`src/rtl/rom_sample_player.sv`:
```
// One-channel ROMIntegrator client: steps AccessIndex once per sample period, prefetches the
// sample after the integrator latency and presents it as a registered output, one-shot or looped.
module rom_sample_player #(
  parameter int unsigned SAMPLE_DIV  = 6250,
  parameter int unsigned ROM_LATENCY = 8
) (
  input  logic        CLK_50Mhz,
  input  logic        reset_n,
  input  logic        start_i,
  input  logic        stop_i,
  input  logic        loop_en_i,
  input  logic [15:0] sampleLength_i,
  input  logic [15:0] romData_i,
  output logic [15:0] accessIndex_o,
  output logic [15:0] accessMaxIndex_o,
  output logic [15:0] sampleOut_o,
  output logic        sampleValid_o,
  output logic        playing_o,
  output logic        done_o
);

  // state     | meaning
  // S_IDLE    | no playback, waiting for start
  // S_SETTLE  | index presented, waiting ROM_LATENCY cycles before prefetch
  // S_WAIT    | prefetched sample held until the next period tick
  // S_LAST    | final sample shown, ends playback on the next tick
  typedef enum logic [1:0] {S_IDLE, S_SETTLE, S_WAIT, S_LAST} state_t;

  localparam logic [15:0] TICK_LAST   = 16'(SAMPLE_DIV - 1);
  localparam logic [15:0] SETTLE_LAST = 16'(ROM_LATENCY - 1);

  state_t      state_q;
  logic [1:0]  rst_sync_q;
  logic        rst_n;
  logic [15:0] tick_cnt_q;
  logic [15:0] settle_cnt_q;
  logic [15:0] len_q;
  logic [15:0] prefetch_q;
  logic [15:0] index_q;
  logic [15:0] max_index_q;
  logic [15:0] sample_q;
  logic        valid_q;
  logic        done_q;
  logic        playing_q;
  logic        tick;
  logic [15:0] last_idx;

  // Reset asserts immediately but releases on a clock edge.
  always_ff @(posedge CLK_50Mhz or negedge reset_n) begin
    if (!reset_n) rst_sync_q <= 2'b00;
    else          rst_sync_q <= {rst_sync_q[0], 1'b1};
  end
  assign rst_n = rst_sync_q[1];

  assign tick     = (tick_cnt_q == TICK_LAST);
  assign last_idx = len_q - 16'd1;

  always_ff @(posedge CLK_50Mhz or negedge rst_n) begin
    if (!rst_n) begin
      state_q      <= S_IDLE;
      tick_cnt_q   <= '0;
      settle_cnt_q <= '0;
      len_q        <= '0;
      prefetch_q   <= '0;
      index_q      <= '0;
      max_index_q  <= '0;
      sample_q     <= '0;
      valid_q      <= 1'b0;
      done_q       <= 1'b0;
      playing_q    <= 1'b0;
    end else begin
      valid_q <= 1'b0;
      done_q  <= 1'b0;
      if (state_q != S_IDLE) tick_cnt_q <= tick ? '0 : tick_cnt_q + 16'd1;

      if (stop_i) begin
        state_q    <= S_IDLE;
        tick_cnt_q <= '0;
        sample_q   <= '0;
        index_q    <= '0;
        playing_q  <= 1'b0;
      end else if (start_i) begin
        // Same path from idle and while playing; the period restarts from the accepted start.
        len_q       <= sampleLength_i;
        max_index_q <= sampleLength_i;
        tick_cnt_q  <= '0;
        if (sampleLength_i == 16'd0) begin
          state_q   <= S_IDLE;
          done_q    <= 1'b1;
          sample_q  <= '0;
          playing_q <= 1'b0;
        end else begin
          state_q      <= S_SETTLE;
          index_q      <= '0;
          settle_cnt_q <= '0;
          playing_q    <= 1'b1;
        end
      end else begin
        case (state_q)
          S_SETTLE: begin
            settle_cnt_q <= settle_cnt_q + 16'd1;
            if (settle_cnt_q == SETTLE_LAST) begin
              prefetch_q <= romData_i;
              state_q    <= S_WAIT;
            end
          end
          S_WAIT: begin
            if (tick) begin
              sample_q <= prefetch_q;
              valid_q  <= 1'b1;
              if (index_q < last_idx) begin
                index_q      <= index_q + 16'd1;
                settle_cnt_q <= '0;
                state_q      <= S_SETTLE;
              end else if (loop_en_i) begin
                index_q      <= '0;
                settle_cnt_q <= '0;
                state_q      <= S_SETTLE;
              end else begin
                state_q <= S_LAST;
              end
            end
          end
          S_LAST: begin
            if (tick) begin
              sample_q  <= '0;
              done_q    <= 1'b1;
              playing_q <= 1'b0;
              state_q   <= S_IDLE;
            end
          end
          default: state_q <= S_IDLE;
        endcase
      end
    end
  end

  assign accessIndex_o    = index_q;
  assign accessMaxIndex_o = max_index_q;
  assign sampleOut_o      = sample_q;
  assign sampleValid_o    = valid_q;
  assign playing_o        = playing_q;
  assign done_o           = done_q;

endmodule

```
`config.mk`:
```
export PLATFORM = sky130hd
export DESIGN_NAME = rom_sample_player
export DESIGN_NICKNAME = d
export VERILOG_FILES = /design/src/rtl/rom_sample_player.sv
export SDC_FILE = /design/constraint.sdc
export NUM_CORES = 1
export LEC_CHECK = 0
export ABC_AREA = 0
export CAP_MARGIN = 10
export CORE_ASPECT_RATIO = 1.2
export CORE_MARGIN = 4
export CORE_UTILIZATION = 50
export CTS_BUF_LIST = sky130_fd_sc_hd__clkbuf_8 sky130_fd_sc_hd__clkbuf_16
export DETAILED_ROUTE_END_ITERATION = 8
export GPL_ROUTABILITY_DRIVEN = 0
export HOLD_SLACK_MARGIN = 0.05
export PLACE_DENSITY = 0.83
export SETUP_SLACK_MARGIN = 0.4
export SLEW_MARGIN = 5
export SYNTH_ARGS = -nofsm -noshare
export SYNTH_HDL_FRONTEND = slang
export SYNTH_SLANG_ARGS = --single-unit
export TNS_END_PERCENT = 1
```
`constraint.sdc`:
```
create_clock -name CLK_50Mhz -period 2.9 [get_ports CLK_50Mhz]
set_input_delay 0.435 -clock CLK_50Mhz [delete_from_list [all_inputs] [get_ports CLK_50Mhz]]
set_output_delay 0.435 -clock CLK_50Mhz [all_outputs]
set_load 0.02 [all_outputs]
```
==> results list, run 1 <==
* Buffer depth of the longest clock path: 2
* Run status: finished, violations left
* Std cell rows: between 40 and 50
- In this run the tightest slew margin relative to its limit is 0.544.
- Fraction of final layout cells with drive strength greater than 1: 0.137
* Clock network power share: 0.355
* Net count, final: approximately 800
* # Max-Cap Violations: 0
* Maximum clock frequency: 0.308 GHz
- Critical path data required time: between 3 and 4 ns
- On the final layout, the worst hold slack is between 0.2 and 0.25 ns.
- Counting tap cells, the placed design contains a total of between 900 and 1000 instances.
* Clock insertion delay at the later pin of the skew report: around 0.35 ns
- After layout, the minimum clock period comes to between 3 and 4 ns.
* Flip-flop and latch count after synthesis: between 100 and 150
* Syn nets: 720
* Count of input and output buffers: 87
- First-pass iteration count of the detailed router: 5
- DRC errors left: 0
- Tightest Pin Transition: between 0.6 and 0.7 ns
- The finished layout holds just over 900 standard cells, fillers aside.
- IR Drop Worst-Case VDD: between 0.2 and 0.3 mV
- Detail Placement HPWL: 11300 um
* Vias per Instance: a little over 6
- Vias after detailed routing: about 5600
* Internal power component: between 2 and 3 mW
- Number of flops mapped to enable cells by yosys: 0
- Count of unique library cells instantiated by Yosys: between 60 and 70
* Register area: between 0.002 and 0.003 sq mm
* Largest delay share family, worst path: simple AND/OR/NAND/NOR gates
- Count of inserted antenna diode cells: 0
- Share of total power in sequential cells: 0.451
- Final Routed Wirelength: 16400 um
- Setup Skew: about 0.01 ns
* Total die area: approximately 0.014 sq mm
- Measured along the y axis, the die boundary spans 127 um.
* Clock transition time at the flip-flop clock pins of the worst setup and hold paths: ~0.070 ns
- Antenna Violating Nets Remaining: 0
- The worst setup path is of the register to register kind.
* Sequential fraction of the synthesis area: 0.435
- In the global route stage, overall resource usage came out at 0.239.
- Clock sink count: 103
* Clock buffers created by TritonCTS: 9
* Cell breakdown of the critical path: or4_4, nor2_4, nand2_2, nor4_4, xnor2_1, ha_1, a211oi_2, o21ai_2, a22o_1, or3_4, buf_6, o211ai_1
- Combinational share of power: 0.194
- Static leakage power: ~3.2 nW
- Gate Count Post-Synth: approximately 660
* Dominant cells by area after synthesis: sky130_fd_sc_hd__dfrtp_1 43%, sky130_fd_sc_hd__nand2_1 7.7%, sky130_fd_sc_hd__o21ai_0 5.3%, sky130_fd_sc_hd__ha_1 5.3%, sky130_fd_sc_hd__mux2_2 3.4%
* Hold-fix buffer count after cts: 0
* Failing checks: negative setup slack
- The max-slew violation count is 0.
- Final hold viol count: 0
* Setup repair after global routing missed its margin: yes
- IO Pins: just under 90
- Signed area change from the synthesized netlist to the final layout: 27.7%
* Share of flip-flops with an asynchronous set or reset: 1.00
* Postcts setup bufs: 0
* Cell type of the slowest stage on the worst timing path: sky130_fd_sc_hd__or4_4
- The most used flip-flop cell after synthesis is sky130_fd_sc_hd__dfrtp_1.
- Adding up every negative setup slack in the final design gives -8.05 ns.
- The layout has between 800 and 900 filler cells.
- The floorplan step defined a core boundary enclosing 0.0116 sq mm.
- The multi-input combinational cells in the finished layout cover a total of ~0.0033 sq mm.
* Share of the synthesized area in the top cell type: 0.435
* CP startpoint kind: register
- By instance count, the leading cell after synthesis is sky130_fd_sc_hd__nand2_1.
* Effective utilization at floorplan: 0.513
- For this run the aggregate overflow at the end of global routing stands at 0.
- Net Switching: roughly 990 uW
* Maximum number of pins on one net before global-route repair: 70
- Portion of the clock cycle consumed by the worst path in the final layout: 1.12
- The largest single stage delay on the critical path is 0.55 ns.
* TritonCTS clock tree: yes
- The clock tree synthesis step divided the H-tree into 3 levels.
* Critical Path AT: roughly 3.5 ns
- Share of total power consumed by net switching: 0.280
- Final worst-path setup slack: -0.348 ns
* Average size of a mapped cell: approximately 9 sq um
* Via count of the first global-routing pass: between 5000 and 6000
- Power per unit of standard cell area: roughly 470 mW/mm^2
- Yosys printed 0 warnings.
- The completed layout was analyzed and its total power is 3.55 mW.
* Initial detailed-routing violation count: ~560
- At the end of the flow the core is filled with cells to 0.655.
* Root Buffer: sky130_fd_sc_hd__clkbuf_16
* Wire length of the first global-routing pass: between 20000 and 30000 um
* Initial antenna violation count: 0
- Cell area after technology mapping: 0.00593 sq mm
* Setup crit end kind: register
- X dimension of the die: ~110 um
- Top cell type by total area after synthesis: sky130_fd_sc_hd__dfrtp_1
- Top fanout value on the critical path: 12
* Post-detailed-route wirelength per cell: about 18 um
- Total buffers and inverters traversed by the critical path: 1
- After synthesis, the most frequently instantiated cells are 122 x sky130_fd_sc_hd__nand2_1, 103 x sky130_fd_sc_hd__dfrtp_1, 63 x sky130_fd_sc_hd__o21ai_0.
* Type of the tightest min-delay check: input pin to async pin
- Number of endpoints failing setup at the final stage: 33
-- timing repair --
item | in CTS | in global routing
gates resized for setup | 14 | 16
endpoints found under the setup margin | 33 | 33
pin swaps | 7 | 8
cloned | 0 | 0
-- layer usage --
metal / global-route usage / routed length [um] / vias up
met5: 0 / 0 / -
met4: 0.0929 / 475 / 0
met1: 0.292 / 6540 / 2720
met2: 0.418 / 8340 / 249
li1: - / - / 2574
met3: 0.0435 / 1040 / 49
-- area by class of cell --
type	count	share of cell area
tap	157	0.0259
multi-input combinational	504	0.433
clock inverter	3	0.00562
clock buffer	12	0.0352
timing repair buffer	122	0.152
inverter	15	0.00743
sequential	103	0.341
-- stage by stage --
stage,setup slack (ns),cell area [sq um]
final,-0.348,7580
after CTS,-0.283,7490
after floorplan,-0.393,5940
after global routing,-0.474,7580
after detailed placement,-0.283,7120
after global placement,-0.196,7120
-- worst paths after layout --
kind	startpoint	endpoint	slack [ns]	cells past startpoint
setup / recovery	accessMaxIndex_o[5]$_DFFE_PN0P_	accessIndex_o[9]$_DFFE_PN0P_	-0.35	12
setup reg to reg	accessMaxIndex_o[5]$_DFFE_PN0P_	accessIndex_o[9]$_DFFE_PN0P_	-0.35	12
hold / removal	reset_n	rst_sync_q[1]$_DFF_PN0_	0.24	1
min in group CLK_50Mhz	rst_sync_q[0]$_DFF_PN0_	rst_sync_q[1]$_DFF_PN0_	0.36	0
hold reg to reg	rst_sync_q[1]$_DFF_PN0_	accessMaxIndex_o[6]$_DFFE_PN0P_	0.29	0
max in group asynchronous	rst_sync_q[1]$_DFF_PN0_	sampleOut_o[14]$_DFFE_PN0P_	1.90	1
-- logic make-up after synthesis --
logic type      count (synthesis)  share of synthesized area
simple gates                  275                      0.230
compound gates                165                      0.182
flops                         103                      0.435
buf+inv                        51                     0.0365
fa+ha+maj                      25                     0.0527
xor+xnor                       19                     0.0281
mux                            19                     0.0359
other cells                     1                   0.000632
-- registers in the layout, indices dropped and copies added, names as in the netlist --
name / count
accessIndex_o: 16
accessMaxIndex_o: 16
done_o: 1
playing_o: 1
prefetch_q: 16
rst_sync_q: 2
sampleOut_o: 16
sampleValid_o: 1
settle_cnt_q: 16
state_q: 2
tick_cnt_q: 16
-- power by group through the flow --
stage	Combinational (mW)	Clock, mW	Sequential [mW]
2_1_floorplan	0.275	0	1.68
3_5_place_dp	0.638	0	1.62
5_1_grt	0.753	1.33	1.61
4_1_cts	0.657	1.26	1.60
3_3_place_gp	0.612	0	1.62
6_report	0.688	1.26	1.60
-- cells in the final DEF (no fill, tap or decap), types with 4 or more instances in the layout --
| cell | synthesis | layout |
|---|---|---|
| sky130_fd_sc_hd__mux2_2 | 18 | 18 |
| sky130_fd_sc_hd__buf_4 | 0 | 32 |
| sky130_fd_sc_hd__a31oi_1 | 11 | 11 |
| sky130_fd_sc_hd__inv_1 | 15 | 16 |
| sky130_fd_sc_hd__a41oi_1 | 9 | 9 |
| sky130_fd_sc_hd__nor3b_1 | 15 | 15 |
| sky130_fd_sc_hd__xor2_1 | 8 | 8 |
| sky130_fd_sc_hd__and2_1 | 6 | 6 |
| sky130_fd_sc_hd__a22oi_1 | 5 | 5 |
| sky130_fd_sc_hd__nor2_1 | 29 | 27 |
| sky130_fd_sc_hd__o21a_1 | 5 | 5 |
| sky130_fd_sc_hd__o31ai_1 | 4 | 4 |
| sky130_fd_sc_hd__o211ai_1 | 12 | 12 |
| sky130_fd_sc_hd__and3_1 | 6 | 6 |
| sky130_fd_sc_hd__nor4_1 | 9 | 6 |
| sky130_fd_sc_hd__nand3_1 | 19 | 17 |
| sky130_fd_sc_hd__a21o_1 | 5 | 5 |
| sky130_fd_sc_hd__ha_1 | 25 | 25 |
| sky130_fd_sc_hd__nand2_1 | 122 | 120 |
| sky130_fd_sc_hd__o21ai_1 | 2 | 4 |
| sky130_fd_sc_hd__clkdlybuf4s50_1 | 0 | 87 |
| sky130_fd_sc_hd__clkbuf_16 | 0 | 9 |
| sky130_fd_sc_hd__dfrtp_1 | 103 | 101 |
| sky130_fd_sc_hd__and4_1 | 5 | 5 |
| sky130_fd_sc_hd__nor3_1 | 25 | 22 |
| sky130_fd_sc_hd__nand4_1 | 14 | 14 |
| sky130_fd_sc_hd__xnor2_1 | 11 | 10 |
| sky130_fd_sc_hd__o21ai_0 | 63 | 60 |
| sky130_fd_sc_hd__a21oi_1 | 24 | 23 |
-- worst register-to-register path, delay by kind of cell, from the launching register on --
family                   cells  cell delay, ns
adder cells (fa/ha/maj)      1            0.21
AND/OR/NAND/NOR              5            1.44
XOR/XNOR                     1            0.14
flip-flops                   1            0.40
AO/OA/AOI/OAI                4            0.81
buffers and inverters        1            0.16
Power figures use the tool's default switching activity.
==> inputs of run 2 (changes only) <==
--- a/config.mk
+++ b/config.mk
@@ -12,8 +12,8 @@
 export CORE_UTILIZATION = 50
 export CTS_BUF_LIST = sky130_fd_sc_hd__clkbuf_8 sky130_fd_sc_hd__clkbuf_16
 export DETAILED_ROUTE_END_ITERATION = 8
-export GPL_ROUTABILITY_DRIVEN = 0
 export HOLD_SLACK_MARGIN = 0.05
+export MAX_ROUTING_LAYER = met4
 export PLACE_DENSITY = 0.83
 export SETUP_SLACK_MARGIN = 0.4
 export SLEW_MARGIN = 5
==> results list, run 2 (synthesized netlist as in run 1, its figures left out) <==
* Global-route total usage across every layer: 0.244 (was 0.239)
- Count of input and output buffers: 87 (unchanged)
* Most common library cell in the layout ignoring fill and taps: sky130_fd_sc_hd__nand2_1 (unchanged)
- Cell breakdown of the critical path: or4_4, nor2_4, nand3_2, nor3_1, xnor2_1, ha_1, a21o_1, a21o_1, a31o_1, or3_4, buf_4, o311ai_2 (was or4_4, nor2_4, nand2_2, nor4_4, xnor2_1, ha_1, a211oi_2, o21ai_2, a22o_1, or3_4, buf_6, o211ai_1).
* Placeable core region: 0.0116 sq mm (unchanged)
- The number of buffers inserted by hold repair at cts came to 0 (unchanged).
* Initial detailed-routing violation count: 426 (was 555)
* Effective utilization at floorplan: 0.513 (unchanged)
- IO Pins: 88 (unchanged)
- IR Drop Worst-Case VDD: 0.363 mV (was 0.286 mV)
* Static leakage power: 3.16 nW (about the same)
* Post-DP Area: 0.00715 sq mm (was 0.00712 sq mm)
- Total die area: 0.0137 sq mm (unchanged)
- Post-detailed-route wirelength per cell: 17.3 um (was 17.9 um)
- Die span in y: 127 um (unchanged)
- The number of max-cap violations was 0 (unchanged).
- Setup crit end kind: register (unchanged)
- Crit-path most repeated cell: sky130_fd_sc_hd__a21o_1
- The number of antenna violations at the first check in global routing is 0 (unchanged).
- Hold Worst Slack: 0.238 ns (was 0.241 ns)
* Clock transition time at the flip-flop clock pins of the worst setup and hold paths: 0.07 ns (about the same)
- The TritonCTS sink count came to 103 (unchanged).
- The pin slew with the least headroom to its limit was 0.706 ns (was 0.684 ns).
- Design area: 0.00754 sq mm (was 0.00758 sq mm)
- Cell type of the slowest stage on the worst timing path: sky130_fd_sc_hd__or4_4 (unchanged)
- Failing checks: negative setup slack (unchanged)
- The net count of the finished layout is 819 (was 817).
* Most frequent cells in the layout: 122 x sky130_fd_sc_hd__nand2_1, 101 x sky130_fd_sc_hd__dfrtp_1, 87 x sky130_fd_sc_hd__clkdlybuf4s50_1, 62 x sky130_fd_sc_hd__o21ai_0, 34 x sky130_fd_sc_hd__buf_4 (was 120 x sky130_fd_sc_hd__nand2_1, 101 x sky130_fd_sc_hd__dfrtp_1, 87 x sky130_fd_sc_hd__clkdlybuf4s50_1, 60 x sky130_fd_sc_hd__o21ai_0, 32 x sky130_fd_sc_hd__buf_4)
- The library cell used as clock root buffer is sky130_fd_sc_hd__clkbuf_16 (unchanged).
- The first-pass GRT wire length was 26500 um (was 26700 um).
- The minimum setup slack in the final design is -0.320 ns (was -0.348 ns).
* CP startpoint kind: register (unchanged)
- The number of vias in the routed layout is 5567 (was 5592).
- The number of instances in the placed design was 903 (was 901).
- The remaining global-route overflow is 0 (unchanged).
- Setup Skew: 0.00862 ns (was 0.00996 ns)
- Number of endpoints failing setup at the final stage: 33 (unchanged)
- The count of unresolved DRC violations after routing came to 0 (unchanged).
- The highest clock frequency the design can meet is 0.311 GHz (was 0.308 GHz).
- Power per unit of standard cell area: 470 mW/mm^2 (was 468 mW/mm^2)
- Core utilization of the finished layout: 0.652 (was 0.655)
* Signed area change from the synthesized netlist to the final layout: 27.2% (was 27.7%)
* Final hold viol count: 0 (unchanged)
- Detail Placement HPWL: 11300 um (about the same)
- The TritonCTS clock tree is yes (unchanged).
- The maximum clock path buffer count came to 2 (unchanged).
- Type of the tightest min-delay check: input pin to async pin (unchanged)
- Top fanout value on the critical path: 4 (was 12)
- The setup fix buffers added after clock tree synthesis is 0 (unchanged).
- The critical path arrival is 3.47 ns (was 3.50 ns).
- The congestion estimate from routability-driven global placement came to slightly below 0.9.
- The number of vias per cell after detailed routing is 6.06 (was 6.10).
- Path type of the worst setup path: register to register (unchanged)
- The worst path required time came to 3.15 ns (about the same).
* Clock buffers created by TritonCTS: 9 (unchanged)
- The max-slew violation count was 0 (unchanged).
- Run status: finished, violations left (unchanged)
- Final non-filler cell total: 919 (was 916)
* Antenna Violating Nets Remaining: 0 (unchanged)
- Max-Slew Margin vs Limit: 0.529 (was 0.544)
- Count of inserted antenna diode cells: 0 (unchanged)
- Setup repair after global routing missed its margin: yes (unchanged).
* Portion of the clock cycle consumed by the worst path in the final layout: 1.11 (was 1.12)
* Shortest clock period the worst path allows after layout: 3.22 ns (was 3.25 ns)
* Largest stage delay, worst path: 0.55 ns (about the same)
* X dimension of the die: 107 um (unchanged)
- Final Routed Wirelength: 15900 um (was 16400 um)
* Via count of the first global-routing pass: 5508 (was 5690)
* Clock insertion delay at the later pin of the skew report: 0.35 ns (about the same)
- The proportion of layout cells with a drive suffix above 1 came to 0.136 (was 0.137).
- The number of iterations in the first detailed-routing pass is 5 (unchanged).
- The H-tree depth came to 3 (unchanged).
- The pin count of the biggest net entering global routing is 45 (was 70).
* Std cell rows: 43 (unchanged)
run 2: changes by cell type in the layout (fill, tap and decap cells not counted), sizes merged:
cell / delta
inv: -1
clkbuf: -3
buf: +2
clkinvlp: +1
bufinv: +1
clkinv: +3
run 2: what timing repair did:
item / CTS / global route
pin swaps: 10 / 5
setup endpoints to repair: 33 / 33
gates resized for setup: 11 / 6
run 2: worst max-delay path: cells and delay by family, from the launching register on:
family          cells  cell delay, ns
simple gates        5            1.47
compound gates      4            0.81
flops               1            0.38
fa+ha+maj           1            0.19
buf+inv             1            0.15
xor+xnor            1            0.11
run 2: area by class of cell:
| type | instances | area [sq um] |
|---|---|---|
| fillers | 913 | 4020 |
| multi-input cells | 504 | 3220 |
| flip-flops and latches | 103 | 2580 |
| repair buffers | 124 | 1180 |
| clock buffers | 9 | 225 |
| well taps | 157 | 196 |
| clock inverters | 7 | 87.6 |
| inverters | 15 | 56.3 |
run 2: power by group:
part | internal, mW | switching, mW | leakage [nW]
logic | 0.302 | 0.357 | 1.61
clock network | 0.750 | 0.532 | 0.155
registers | 1.51 | 0.0971 | 1.40
total | 2.56 | 0.986 | 3.16
run 2: path summary, 6_finish.rpt:
check	endpoint	cells past startpoint	slack, ns	start
setup / recovery	accessIndex_o[1]$_DFFE_PN0P_	12	-0.32	accessMaxIndex_o[4]$_DFFE_PN0P_
hold / removal	rst_sync_q[1]$_DFF_PN0_	1	0.24	reset_n
setup reg to reg	accessIndex_o[1]$_DFFE_PN0P_	12	-0.32	accessMaxIndex_o[4]$_DFFE_PN0P_
hold reg to reg	accessMaxIndex_o[1]$_DFFE_PN0P_	0	0.33	rst_sync_q[1]$_DFF_PN0_
max in group asynchronous	accessMaxIndex_o[5]$_DFFE_PN0P_	1	1.86	rst_sync_q[1]$_DFF_PN0_
min in group CLK_50Mhz	rst_sync_q[1]$_DFF_PN0_	0	0.37	rst_sync_q[0]$_DFF_PN0_
run 2: metal layers:
metal	GRT usage	part of all wire
met1	0.312	0.42
met2	0.389	0.49
met3	0.0318	0.060
met4	0.111	0.029
met5	-	0
run 2: metrics by stage:
step                power [mW]  setup slack, ns  setup TNS, ns
floorplan                 1.96           -0.393          -8.42
global placement          2.23           -0.199          -3.57
detailed placement        2.26           -0.346          -7.88
CTS                       3.55           -0.253          -6.23
global route              3.70           -0.413         -11.20
finish                    3.55           -0.320          -6.66
